## src/rtl/wallace_cpa_stage_pkg.sv

```systemverilog
// Shared width constants for the Booth/Wallace 16x16 multiplier final adder stage.
package wallace_cpa_stage_pkg;

    localparam int MULT_W    = 16;
    localparam int MULT_PW   = 2 * MULT_W;
    localparam int ACC_W_DEF = 40;

endpackage

```

## src/rtl/wallace_cpa_stage_add.sv

```systemverilog
// cpa_add_slice: W-bit binary adder with carry in/out, one per product half.
module cpa_add_slice
    import wallace_cpa_stage_pkg::*;
#(
    parameter int W = MULT_W
) (
    input  logic [W-1:0] a,
    input  logic [W-1:0] b,
    input  logic         ci,
    output logic [W-1:0] s,
    output logic         co
);

    assign {co, s} = {1'b0, a} + {1'b0, b} + {{W{1'b0}}, ci};

endmodule

```

## src/rtl/wallace_cpa_stage.sv

```systemverilog
// Two-stage carry-propagate adder closing the Wallace tree, with valid/ready flow control.
// Optional running accumulator on the output handshake when CPA_ACC_EN is defined.
module wallace_cpa_stage
    import wallace_cpa_stage_pkg::*;
#(
    parameter int W     = MULT_W,
    parameter int ACC_W = ACC_W_DEF
) (
    input  logic           sys_clk,
    input  logic           sys_rst_n,
    input  logic           s_valid,
    output logic           s_ready,
    input  logic [2*W-1:0] sum_vec,
    input  logic [2*W-1:0] carry_vec,
    output logic           m_valid,
    input  logic           m_ready,
`ifdef CPA_ACC_EN
    output logic [2*W-1:0] product,
    input  logic                    acc_clr,
    output logic signed [ACC_W-1:0] acc_out
`else
    output logic [2*W-1:0] product
`endif
);

    logic           vld_p1;
    logic           vld_p2;
    logic           accept;
    logic           ld2;
    logic [W-1:0]   lo_p1;
    logic           c_lo_p1;
    logic [W-1:0]   sum_hi_p1;
    logic [W-1:0]   carry_hi_p1;
    logic [W-1:0]   lo_nxt;
    logic           c_lo_nxt;
    logic [W-1:0]   hi_nxt;
    logic           co_unused;

    // ld2 only looks at m_ready and stage state, so s_ready never depends on s_valid.
    assign ld2     = vld_p1 & (~vld_p2 | m_ready);
    assign s_ready = ~vld_p1 | ld2;
    assign accept  = s_valid & s_ready;
    assign m_valid = vld_p2;

    cpa_add_slice #(.W(W)) u_add_lo (
        .a  (sum_vec[W-1:0]),
        .b  (carry_vec[W-1:0]),
        .ci (1'b0),
        .s  (lo_nxt),
        .co (c_lo_nxt)
    );

    // Carry out of the top bit is dropped: product wraps modulo 2^(2W).
    cpa_add_slice #(.W(W)) u_add_hi (
        .a  (sum_hi_p1),
        .b  (carry_hi_p1),
        .ci (c_lo_p1),
        .s  (hi_nxt),
        .co (co_unused)
    );

    // Stage 1: low-half add, upper halves parked for stage 2
    always_ff @(posedge sys_clk or negedge sys_rst_n) begin
        if (!sys_rst_n) begin
            vld_p1      <= 1'b0;
            lo_p1       <= '0;
            c_lo_p1     <= 1'b0;
            sum_hi_p1   <= '0;
            carry_hi_p1 <= '0;
        end else begin
            if (accept) begin
                vld_p1      <= 1'b1;
                lo_p1       <= lo_nxt;
                c_lo_p1     <= c_lo_nxt;
                sum_hi_p1   <= sum_vec[2*W-1:W];
                carry_hi_p1 <= carry_vec[2*W-1:W];
            end else if (ld2) begin
                vld_p1 <= 1'b0;
            end
        end
    end

    // Stage 2: high-half add with the propagated carry, output register
    always_ff @(posedge sys_clk or negedge sys_rst_n) begin
        if (!sys_rst_n) begin
            vld_p2  <= 1'b0;
            product <= '0;
        end else begin
            if (ld2) begin
                vld_p2  <= 1'b1;
                product <= {hi_nxt, lo_p1};
            end else if (vld_p2 && m_ready) begin
                vld_p2 <= 1'b0;
            end
        end
    end

`ifdef CPA_ACC_EN
    logic                    clr_p1;
    logic                    clr_p2;
    logic signed [2*W-1:0]   prod_s;

    assign prod_s = product;

    // acc_clr rides with its beat so it applies to the matching product
    always_ff @(posedge sys_clk or negedge sys_rst_n) begin
        if (!sys_rst_n) begin
            clr_p1  <= 1'b0;
            clr_p2  <= 1'b0;
            acc_out <= '0;
        end else begin
            if (accept) begin
                clr_p1 <= acc_clr;
            end
            if (ld2) begin
                clr_p2 <= clr_p1;
            end
            if (vld_p2 && m_ready) begin
                acc_out <= clr_p2 ? ACC_W'(prod_s) : acc_out + ACC_W'(prod_s);
            end
        end
    end

    if (ACC_W < 2*W) begin : g_acc_w_chk
        $error("ACC_W must be at least 2*W");
    end
`else
    // Accumulator absent; ACC_W is still validated so both builds accept the same parameters.
    if (ACC_W < 2*W) begin : g_acc_w_chk
        $error("ACC_W must be at least 2*W");
    end
`endif

endmodule

```

## config.mk

```make
export PLATFORM = sky130hd
export DESIGN_NAME = wallace_cpa_stage
export DESIGN_NICKNAME = d
export VERILOG_FILES = /design/src/rtl/wallace_cpa_stage_pkg.sv /design/src/rtl/wallace_cpa_stage_add.sv /design/src/rtl/wallace_cpa_stage.sv
export SDC_FILE = /design/constraint.sdc
export NUM_CORES = 1
export LEC_CHECK = 0
export BUFFER_PORTS_ARGS = -buffer_cell sky130_fd_sc_hd__clkbuf_2
export CAP_MARGIN = 20
export CORE_MARGIN = 4
export CORE_UTILIZATION = 40
export DETAILED_ROUTE_END_ITERATION = 6
export PLACE_DENSITY = 0.69
export SLEW_MARGIN = 40
export SYNTH_ARGS = -nofsm -noshare
export SYNTH_HDL_FRONTEND = slang
export SYNTH_SLANG_ARGS = --single-unit
```

## constraint.sdc

```tcl
create_clock -name sys_clk -period 2.6 [get_ports sys_clk]
set_clock_uncertainty 0.2 [all_clocks]
set_input_delay 0.52 -clock sys_clk [delete_from_list [all_inputs] [get_ports sys_clk]]
set_output_delay 0.52 -clock sys_clk [all_outputs]
set_load 0.01 [all_outputs]
```

Word level (Yosys, flattened, before mapping)

Cells that the tools add are included.

Register bits: 83
Input port bits: 68
Output and inout bits: 34
Word-level logic and storage cells: 23

Add/subtract/negate cells: 3
Multiplexer cells: 4
Bitwise gates (word level): 6
Reductions and logical operators: 3

Operators with widths:

| cell              | number |
|---|---|
| $add 16x16->17    | 1 |
| $add 16x1->16     | 1 |
| $add 16x16->16    | 1 |
| $mux 1            | 4 |
| $reduce_bool 2->1 | 2 |
| $and 1x1->1       | 2 |
| $not 1->1         | 2 |
| $or 1x1->1        | 2 |
| $logic_and 1x1->1 | 1 |

Logic depth before layout (Yosys ltp)

Gate-level depths: netlist (run 1).

Depth after elaboration: 6
Mapped depth: 9
Gate-level depth less buffers: 9

Cells and area by module

A second synthesis (run 1) with hierarchy kept.

Cell total of the unflattened synthesis: 369
Area, all modules: 4695.8 um2

By module, submodules not included:

| module                    | instances | cells each | area each (um2) | seq. area each (um2) |
|---|---|---|---|---|
| wallace_cpa_stage         | 1         | 179        | 3171.8          | 2077.0 |
| cpa_add_slice at u_add_lo | 1         | 101        | 790.8           | 0.0 |
| cpa_add_slice at u_add_hi | 1         | 89         | 733.2           | 0.0 |

Worst setup path before layout (run 1)

No wires, ideal clock.

Path kind: input -> register
From: input port sum_vec[0]
To: register c_lo_p1
Setup time: 135 ps
Arrival: 2143 ps
Data required time: 2265 ps
Path slack: 122 ps
Cell stages on the path: 8
Buffers on the path: 0
Cell sequence: ha_1 -> fa_1 -> a21oi_1 -> o211ai_1 -> a21boi_1 -> o21ai_0 -> a221oi_1 -> o21ai_0

Longest elaborated chain between the ends: 1

RTL lines:

| what                 | line                        | RTL |
|---|---|---|
| from (decl)          | wallace_cpa_stage.sv:13     | `input logic [2*W-1:0] sum_vec,` |
| $add 16x16->17       | wallace_cpa_stage_add.sv:14 | `assign {co, s} = {1'b0, a} + {1'b0, b} + {{W{1'b0}}, ci};` |
| to (signal assigned) | wallace_cpa_stage.sv:74     | `c_lo_p1 <= c_lo_nxt;` |
| to (decl)            | wallace_cpa_stage.sv:31     | `logic c_lo_p1;` |

Every way passes these cells.
A chain may end at the register's enable or synchronous reset.

Final worst setup path (run 1)

From: register c_lo_p1
To: register product[28]

Longest elaborated chain between the ends: 1

RTL lines:

| what                 | line                        | RTL |
|---|---|---|
| $add 16x1->16        | wallace_cpa_stage_add.sv:14 |  |
| to (signal assigned) | wallace_cpa_stage.sv:91     | `product <= {hi_nxt, lo_p1};` |
| to (decl)            | wallace_cpa_stage.sv:22     | `output logic [2*W-1:0] product` |

Every way passes these cells.

==> impl_metrics.tcl, run 1 <==
set metrics [dict create \
    outcome "complete, no violations" \
    worst_ep_arrival_time_ns 2.49 \
    worst_pin_slew_ns 0.349 \
    fin_nets 702 \
    grt_pass1_wl_um 17600 \
    core_area_mm2 0.0110 \
    fmax_mhz 402 \
    via_count 3786 \
    wl_met3_um 593 \
    grt_setup_unrepaired "no" \
    final.period_utilization 0.958 \
    clock_latency_ns 0.33 \
    ant_nets 0 \
    antenna_found_initial 1 \
    synth_top_area_share 0.452 \
    placed_area_mm2 0.00529 \
    end_kind "flip-flop" \
    wl_per_cell_um 13.8 \
    cts_max_level 3 \
    post-route-util 0.511 \
    overflow 0 \
    post_cts_buffers 0 \
    synth_seq_cells 83 \
    synth_area_leaders "dfrtp_1 45%, nand2_1 12%, ha_1 8.2%, mux2_2 4.2%, o21ai_0 4.0%" \
    row_count 38 \
    drv_cap 0 \
    finalHoldViolations 0 \
    grt_pass1_vias 3808 \
    syn_area_per_cell_um2 9.26 \
    p_per_area_mw_per_mm2 806 \
    ys_seq_area_frac 0.452 \
    async_flop_share 1.00 \
    cts_buffers 9 \
    holdPathStages 3 \
    ys_warn_count 0 \
    vias_per_cell 5.08 \
    finalCriticalPeriod_ns 2.49 \
    power.share.switching 0.318 \
    postLayoutCellArea_mm2 0.00564 \
    start_util 0.416 \
    routed_wl_um 10300 \
    drive_above_1_share 0.262 \
    power_leakage_nw 2.85 \
    gp_congestion 0.953 \
    antennaDiodeCount 0 \
    p_total_mw 4.55 \
    holdWs_ns 0.184 \
    setup_tns_ns 0 \
    met1_length_um 4610 \
    synth_top_cell_by_area "dfrtp_1" \
    drc 0 \
    die_h_um 115 \
    ff2ff_path_depth 9 \
    yosysUniqueCellTypes 52 \
    cts-root-buf "clkbuf_16" \
    syn_area_mm2 0.00459 \
    die_w_um 115 \
    synth_nets 597 \
    hp-class "in -> reg" \
    drtIter0Drc 203 \
    clkTransAtPathRegs_ns 0.06 \
    wl_met2_um 4880 \
    die_area_mm2 0.0133 \
    synth_edf_count 0 \
    cts_tree "done" \
    maxSlewViolCount 0 \
    path_class "reg -> reg" \
    netlist_instances 496 \
    relSlewSlack 0.765 \
    yosys_most_used_dff "dfrtp_1" \
    cp-start-kind "flip-flop" \
    hpwl_um 7990 \
    cp_max_fo 3 \
    seq_power_share 0.394 \
    dr.max_layer_used "met5" \
    grt_start_max_net_pins 45 \
    clkPwrFrac 0.303 \
    syn_to_final_growth_pct 22.8 \
    comb_power_share 0.303 \
    setup_viol 0 \
    io_buffer_count 101 \
    boundaryPins 102 \
    crit_required_ns 2.60 \
    p_int_mw 3.10 \
    switching_power_mw 1.45 \
    grtUsageTotal 0.162 \
    dr.pass1.iters 4 \
    peakVddDrop_uv 455 \
    cts_buffer_depth 2 \
    cts.sinks 83 \
]
## power groups by stage
stage	Combinational (mW)	Clock (mW)	Sequential, mW
2_1_floorplan	0.798	0	1.86
3_3_place_gp	1.35	0	1.80
3_5_place_dp	1.38	0	1.82
4_1_cts	1.38	1.41	1.80
5_1_grt	1.56	1.47	1.83
6_report	1.38	1.38	1.79
## metrics by stage
stage / std cells / setup WS (ns)
5_1_grt: 746 / 0.00254
3_5_place_dp: 729 / -0.162
2_1_floorplan: 496 / 0.122
3_3_place_gp: 729 / -0.0779
6_report: 746 / 0.110
4_1_cts: 746 / 0.0154
## cell usage in the layout (no fill, tap or decap), types with 9 or more instances in the layout
cell type    n
clkbuf_16    9
nand3_1     10
nor2_1      14
o21ai_0     36
a21oi_1     26
inv_1       13
xor2_1      13
dfrtp_1     83
xnor2_1     10
clkbuf_2   100
buf_4       13
mux2_2      17
nand2_1    143
ha_1        30
## registers in the layout (all words and copies together) (netlist names)
name         flops
vld_p1           1
carry_hi_p1     16
m_valid          1
sum_hi_p1       16
lo_p1           16
c_lo_p1          1
product         32
## per-layer routing
layer	GRT usage	vias up
li1	-	1913
met3	0.0316	17
met5	0	-
met1	0.209	1739
met2	0.276	115
met4	0.0509	2
## layout make-up
cell class                 instances  area, um2
multi-input combinational        379       2380
sequential                        83       2080
inverter                          13       48.8
fill                            1056       5390
timing repair buffer             115        628
clock buffer                      11        243
clock inverter                     5       86.3
tap                              140        175
## worst max-delay path, cell delays in order (launching register included)
cell and delay (ns):
dfrtp_1 0.41, fa_1 0.46, inv_1 0.09, fa_1 0.20, and2b_1 0.21, o31a_1 0.28, o21ai_2 0.18, o31ai_1 0.11
xnor2_1 0.15, o21ai_0 0.08
## cell usage after synthesis, types with 2 or more instances
cell type / number
nand2_1: 143
dfrtp_1: 83
o21ai_0: 37
ha_1: 30
a21oi_1: 27
mux2_2: 17
nor2_1: 14
inv_1: 13
xor2_1: 13
nand3_1: 10
xnor2_1: 10
clkbuf_1: 9
buf_2: 6
a31oi_1: 5
a211oi_1: 4
a21o_1: 4
and2_1: 4
and3_1: 4
buf_1: 4
nand2b_1: 4
nand4_1: 4
o21a_1: 4
o21bai_1: 4
o31ai_1: 4
fa_1: 3
o211ai_1: 3
o31ai_2: 3
a21boi_0: 2
a41oi_1: 2
mux2i_1: 2
nand2_2: 2
o31a_1: 2
## final timing paths
kind	start	end	slack (ns)
worst max-delay path	c_lo_p1$_DFFE_PN0P_	product[28]$_DFFE_PN0P_	0.11
worst min-delay path	carry_vec[18]	carry_hi_p1[2]$_DFFE_PN0P_	0.18
worst max register to register	c_lo_p1$_DFFE_PN0P_	product[28]$_DFFE_PN0P_	0.11
worst min register to register	lo_p1[0]$_DFFE_PN0P_	lo_p1[0]$_DFFE_PN0P_	0.28
max in group asynchronous	sys_rst_n	product[10]$_DFFE_PN0P_	1.24
min in group asynchronous	sys_rst_n	lo_p1[0]$_DFFE_PN0P_	0.38
## what timing repair did
action | in CTS | in global routing
resized for setup | 0 | 4
hold buffers | 1 | 0
endpoints found under the hold margin | 11 | 0
setup endpoints to repair | 0 | 4
## cell families (layout without fill, tap and decap cells)
logic type | count (synthesis) | count (layout) | synth area share
AOI/OAI and AO/OA | 110 | 110 | 0.152
adders and majority gates | 33 | 33 | 0.0948
and+or+nand+nor | 194 | 194 | 0.179
buffers and inverters | 34 | 144 | 0.0319
DFF | 83 | 83 | 0.452
muxes | 19 | 19 | 0.0460
xor gates and xnor gates | 23 | 23 | 0.0439
(Power assumes the default switching activity.)
==> run 2, diff against run 1 <==
--- a/config.mk
+++ b/config.mk
@@ -8,10 +8,11 @@
 export BUFFER_PORTS_ARGS = -buffer_cell sky130_fd_sc_hd__clkbuf_2
 export CAP_MARGIN = 20
 export CORE_MARGIN = 4
-export CORE_UTILIZATION = 40
+export CORE_UTILIZATION = 55
 export DETAILED_ROUTE_END_ITERATION = 6
-export PLACE_DENSITY = 0.69
+export PLACE_DENSITY = 0.88
 export SLEW_MARGIN = 40
 export SYNTH_ARGS = -nofsm -noshare
 export SYNTH_HDL_FRONTEND = slang
+export SYNTH_HIERARCHICAL = 1
 export SYNTH_SLANG_ARGS = --single-unit
==> run 2 against run 1 <==
Net effect: the run now ends with negative setup slack left; largest power group unchanged; clock power decreased by 22%; worst setup slack got worse by 0.33 ns; synthesized cell count decreased by 26%; critical path depth unchanged; global-route usage increased by 4.7 points; register-to-register slack got worse by 0.33 ns; highest routed layer is now met4; cell area increased by 3.0%; sequential power increased by 7%; non-clock buffer count increased by 19.
==> impl_metrics.tcl, run 2 <==
set metrics [dict create \
    cts_max_level 3 \
    power_leakage_nw 2.73 \
    gr-usage-met1 0.268 \
    worst_ep_arrival_time_ns 2.87 \
    postLayoutCellArea_mm2 0.00581 \
    largest_reg_flops 32 \
    min_from "sum_vec[17]" \
    grt_pass1_wl_um 16700 \
    vias_per_cell 5.63 \
    cts_buffers 9 \
    syn_to_final_growth_pct 24.4 \
    gr-usage-met3 0.0320 \
    path_class "reg -> reg" \
    grt_setup_unrepaired "yes" \
    ff2ff_path_depth 9 \
    holdPathStages 2 \
    dr.pass1.iters 4 \
    gp_congestion 0.944 \
    die_w_um 100 \
    die_area_mm2 0.0100 \
    outcome "finished, violations left" \
    cts.sinks 83 \
    grtUsageTotal 0.209 \
    syn_area_per_cell_um2 12.8 \
    maxSlewViolCount 0 \
    ant_nets 0 \
    reg2reg_to "product[26]$_DFFE_PN0P_" \
    crit_required_ns 2.65 \
    placed_area_mm2 0.00545 \
    drv_cap 0 \
    grt_use_met2 0.362 \
    antennaDiodeCount 0 \
    p_per_area_mw_per_mm2 836 \
    boundaryPins 102 \
    hpwl_um 7520 \
    wl_per_cell_um 16.6 \
    holdPathEnd "sum_hi_p1[1]$_DFFE_PN0P_" \
    clkTransAtPathRegs_ns 0.09 \
    routed_wl_um 10100 \
    overflow 0 \
    finalHoldViolations 0 \
    via_count 3438 \
    drive_above_1_share 0.514 \
    syn_area_mm2 0.00467 \
    row_count 33 \
    cp_max_fo 2 \
    final_cell_mix "99 x clkbuf_2, 83 x dfrtp_1, 68 x mux2_2" \
    regMostFlops "product" \
    grt_start_max_net_pins 46 \
    die_h_um 100 \
    peakVddDrop_uv 374 \
    end_kind "flip-flop" \
    drc 0 \
    io_buffer_count 101 \
    cts-root-buf "clkbuf_8" \
    final_common_cell "clkbuf_2" \
    finalCriticalPeriod_ns 2.82 \
    clock_latency_ns 0.36 \
    drtIter0Drc 147 \
    setup_tns_ns -0.739 \
    setup_viol 5 \
    final.period_utilization 1.08 \
    fin_nets 603 \
    synth_nets 468 \
    grt_busiest_layer "met2" \
    post-route-util 0.704 \
    fmax_mhz 355 \
    p_total_mw 4.86 \
    hp-class "in -> reg" \
    violations "negative setup slack" \
    cts_tree "done" \
    antenna_found_initial 0 \
    grt_pass1_vias 3475 \
    core_area_mm2 0.00826 \
    netlist_instances 366 \
    holdWs_ns 0.187 \
    relSlewSlack 0.618 \
    cts_buffer_depth 2 \
    cp-start-kind "flip-flop" \
    timing.rr.start "sum_hi_p1[0]$_DFFE_PN0P_" \
    start_util 0.565 \
    ys_warn_count 6 \
    worst_pin_slew_ns 0.572 \
    worst_slack_ns -0.219 \
    rrSetupSlack_ns -0.22 \
]
==> run 2: changes by cell type in the layout (fill, tap and decap cells not counted), moves of 9 or more <==
cell,delta
clkbuf_16,-9
o21ai_0,-26
xnor2_1,+9
mux2_2,+51
buf_4,+17
a21oi_1,-10
mux2_4,+13
nand2_1,-131
==> run 2: area by class of cell <==
class / count / area (um2)
Sequential cell: 83 / 2080
Tap cell: 105 / 131
Multi-Input combinational cell: 265 / 2550
Timing Repair Buffer: 134 / 793
Clock inverter: 7 / 106
Inverter: 8 / 30.0
Clock buffer: 9 / 124
Fill cell: 576 / 2450
==> run 2: routing by layer <==
metal / vias up / share of wire
met4: 0 / 0.024
met1: 1680 / 0.41
met5: - / 0
met3: 24 / 0.056
met2: 130 / 0.51
li1: 1604 / -
==> run 2: worst max path at each step <==
stage                                  start                 endpoint  slack (ns)  depth (start not counted)
floorplan                       carry_vec[0]    lo_p1[14]$_DFFE_PN0P_       -0.25                          8
global placement                carry_vec[0]    lo_p1[14]$_DFFE_PN0P_       -0.44                          9
detailed placement              carry_vec[0]    lo_p1[14]$_DFFE_PN0P_       -0.49                          9
CTS                 sum_hi_p1[0]$_DFFE_PN0P_  product[26]$_DFFE_PN0P_       -0.21                          9
global route        sum_hi_p1[0]$_DFFE_PN0P_  product[26]$_DFFE_PN0P_       -0.30                          9
finish              sum_hi_p1[0]$_DFFE_PN0P_  product[26]$_DFFE_PN0P_       -0.22                          9
==> run 2: through the flow <==
stage | instances | worst slack [ns]
after floorplan | 366 | -0.247
after global placement | 587 | -0.440
after detailed placement | 587 | -0.494
after CTS | 608 | -0.206
after global routing | 611 | -0.301
final | 611 | -0.219
==> run 2: critical path: stages, from the launching register on <==
cell       delay, ns
dfrtp_1         0.41
fa_2            0.42
fa_2            0.39
a21oi_4         0.18
o21ai_4         0.11
a2111oi_4       0.34
o31ai_1         0.11
a21oi_1         0.17
xnor2_1         0.10
mux2_2          0.27
==> run 2: power breakdown <==
part	switching (mW)	internal, mW	total, mW
sequential	0.240	1.68	1.92
combinational	0.883	0.991	1.87
clock	0.506	0.559	1.07
total	1.63	3.23	4.86
==> run 2: timing repair <==
| item | 4_1_cts | 5_1_grt |
|---|---|---|
| hold buffers | 1 | 0 |
| endpoints found under the setup margin | 9 | 12 |
| resized for setup | 3 | 10 |
| pin swaps | 7 | 12 |
| endpoints found under the hold margin | 44 | 0 |
| setup buffers | 4 | 3 |
==> run 3, diff against run 2 <==
--- a/config.mk
+++ b/config.mk
@@ -7,7 +7,6 @@
 export LEC_CHECK = 0
 export BUFFER_PORTS_ARGS = -buffer_cell sky130_fd_sc_hd__clkbuf_2
 export CAP_MARGIN = 20
-export CORE_MARGIN = 4
 export CORE_UTILIZATION = 55
 export DETAILED_ROUTE_END_ITERATION = 6
 export PLACE_DENSITY = 0.88
==> run 3 against run 2 <==
Net effect: the run still ends with negative setup slack left; cell area down 0.41%; non-clock buffer count up 4; power down 4.5%; register-to-register slack better by 0.09 ns; clock power down 20%; highest routed layer unchanged.
==> impl_metrics.tcl, run 3 (same netlist as run 2, synthesis figures left out) <==
set metrics [dict create \
    finalHoldViolations 0 \
    power_leakage_nw 2.72 \
    die_area_mm2 0.00886 \
    cp-start-kind "flip-flop" \
    grt_pass1_vias 3426 \
    grt_start_max_net_pins 52 \
    vias_per_cell 5.55 \
    drv_cap 0 \
    final.period_utilization 1.05 \
    outcome "finished, violations left" \
    grt_setup_unrepaired "yes" \
    peakVddDrop_uv 364 \
    setup_viol 7 \
    worst_ep_arrival_time_ns 2.76 \
    p_total_mw 4.64 \
    final_common_cell "clkbuf_2" \
    clock_latency_ns 0.34 \
    crit_required_ns 2.64 \
    row_count 33 \
    final_cell_mix "99 x clkbuf_2, 83 x dfrtp_1, 69 x mux2_2" \
    gp_congestion 0.861 \
    fin_nets 607 \
    cp_max_fo 2 \
    finalCriticalPeriod_ns 2.73 \
    die_w_um 94.1 \
    critPathMaxStageDelay_ns 0.41 \
    start_util 0.568 \
    cts_buffer_depth 2 \
    path_delay_family "compound AO/OA/AOI/OAI gates" \
    drc 0 \
    grtUsageTotal 0.223 \
    syn_to_final_growth_pct 23.9 \
    holdWs_ns 0.203 \
    ant_nets 0 \
    core_area_mm2 0.00822 \
    overflow 0 \
    via_count 3414 \
    regMostFlops "product" \
    hp-class "in -> reg" \
    fillers 581 \
    stdcell_count 615 \
    dr.pass1.iters 4 \
    routed_wl_um 9570 \
    grt_pass1_wl_um 15300 \
    die_h_um 94.1 \
    hpwl_um 7230 \
    clkTransAtPathRegs_ns 0.09 \
    p_per_area_mw_per_mm2 802 \
    largest_reg_flops 32 \
    cts_tree "done" \
    io_buffer_count 101 \
    dpl.cell_count 591 \
    cts_max_level 3 \
    cts_buffers 9 \
    cts.sinks 83 \
    antenna_found_initial 0 \
    crit_path_frequent_cell "fa_2" \
    cts-root-buf "clkbuf_8" \
    worst_slack_ns -0.126 \
    crit_path_top_delay_cell "fa_2" \
    antennaDiodeCount 0 \
    path_class "reg -> reg" \
    drtIter0Drc 59 \
    post-route-util 0.704 \
    maxSlewViolCount 0 \
    fmax_mhz 367 \
    worst_pin_slew_ns 0.562 \
    crit_chain "fa_2 -> fa_2 -> a21oi_4 -> o21ai_2 -> a21oi_2 -> o221ai_2 -> o31ai_2 -> xnor2_1 -> mux2_2" \
    critPathBufInv 0 \
    drive_above_1_share 0.518 \
    end_kind "flip-flop" \
    relSlewSlack 0.623 \
    boundaryPins 102 \
    wl_per_cell_um 15.6 \
    violations "negative setup slack" \
]
-- run 3: cell types whose count changed in the layout (fill, tap and decap cells not counted), moves of 2 or more --
cell,before,now
clkinvlp_4,0,2
o21ai_2,1,3
clkbuf_8,9,11
bufinv_16,2,0
buf_4,30,34
inv_6,3,0
-- run 3: path summary, 6_finish.rpt --
kind	endpoint	slack, ns	cells past startpoint	from
max reg2reg	product[30]$_DFFE_PN0P_	-0.13	9	sum_hi_p1[0]$_DFFE_PN0P_
min	sum_hi_p1[14]$_DFFE_PN0P_	0.20	2	sum_vec[30]
max	product[30]$_DFFE_PN0P_	-0.13	9	sum_hi_p1[0]$_DFFE_PN0P_
min reg2reg	product[17]$_DFFE_PN0P_	0.31	1	product[17]$_DFFE_PN0P_
min in group asynchronous	product[30]$_DFFE_PN0P_	0.44	2	sys_rst_n
max in group asynchronous	product[16]$_DFFE_PN0P_	1.15	3	sys_rst_n
-- run 3: layout make-up --
cell class                 count  area, um2  area share
timing repair buffer         138        823       0.142
clock inverter                 5       37.5     0.00649
multi-input combinational    265       2540       0.438
inverter                       8       30.0     0.00519
tap                          105        131      0.0227
clock buffer                  11        151      0.0262
sequential                    83       2080       0.359
-- run 3: what timing repair did --
action,4_1_cts,5_1_grt
resized for setup,4,7
pin swaps,7,11
hold endpoints to repair,32,0
hold buffers,1,0
buffers inserted,3,4
endpoints found under the setup margin,7,8
-- run 3: power by group --
part | switching, mW | total [mW] | leakage (nW) | internal, mW
combinational | 0.876 | 1.87 | 1.66 | 0.997
sequential | 0.233 | 1.91 | 0.968 | 1.68
clock | 0.455 | 0.856 | 0.0915 | 0.401
-- run 3: per-layer routing --
metal | GRT usage | up-vias | wire (um) | part of all wire
met5 | 0 | - | 0 | 0
met4 | 0.0859 | 0 | 232 | 0.024
met3 | 0.0372 | 25 | 465 | 0.049
met2 | 0.391 | 105 | 4860 | 0.51
met1 | 0.271 | 1666 | 4010 | 0.42
li1 | - | 1618 | - | -
-- run 3: metrics by stage --
stage | worst slack [ns] | TNS (ns) | cell area [um2]
after floorplan | -0.247 | -0.596 | 4690
after global placement | -0.429 | -1.91 | 5480
after detailed placement | -0.467 | -2.33 | 5480
after CTS | -0.138 | -0.313 | 5720
after global routing | -0.272 | -1.10 | 5790
final | -0.126 | -0.471 | 5790
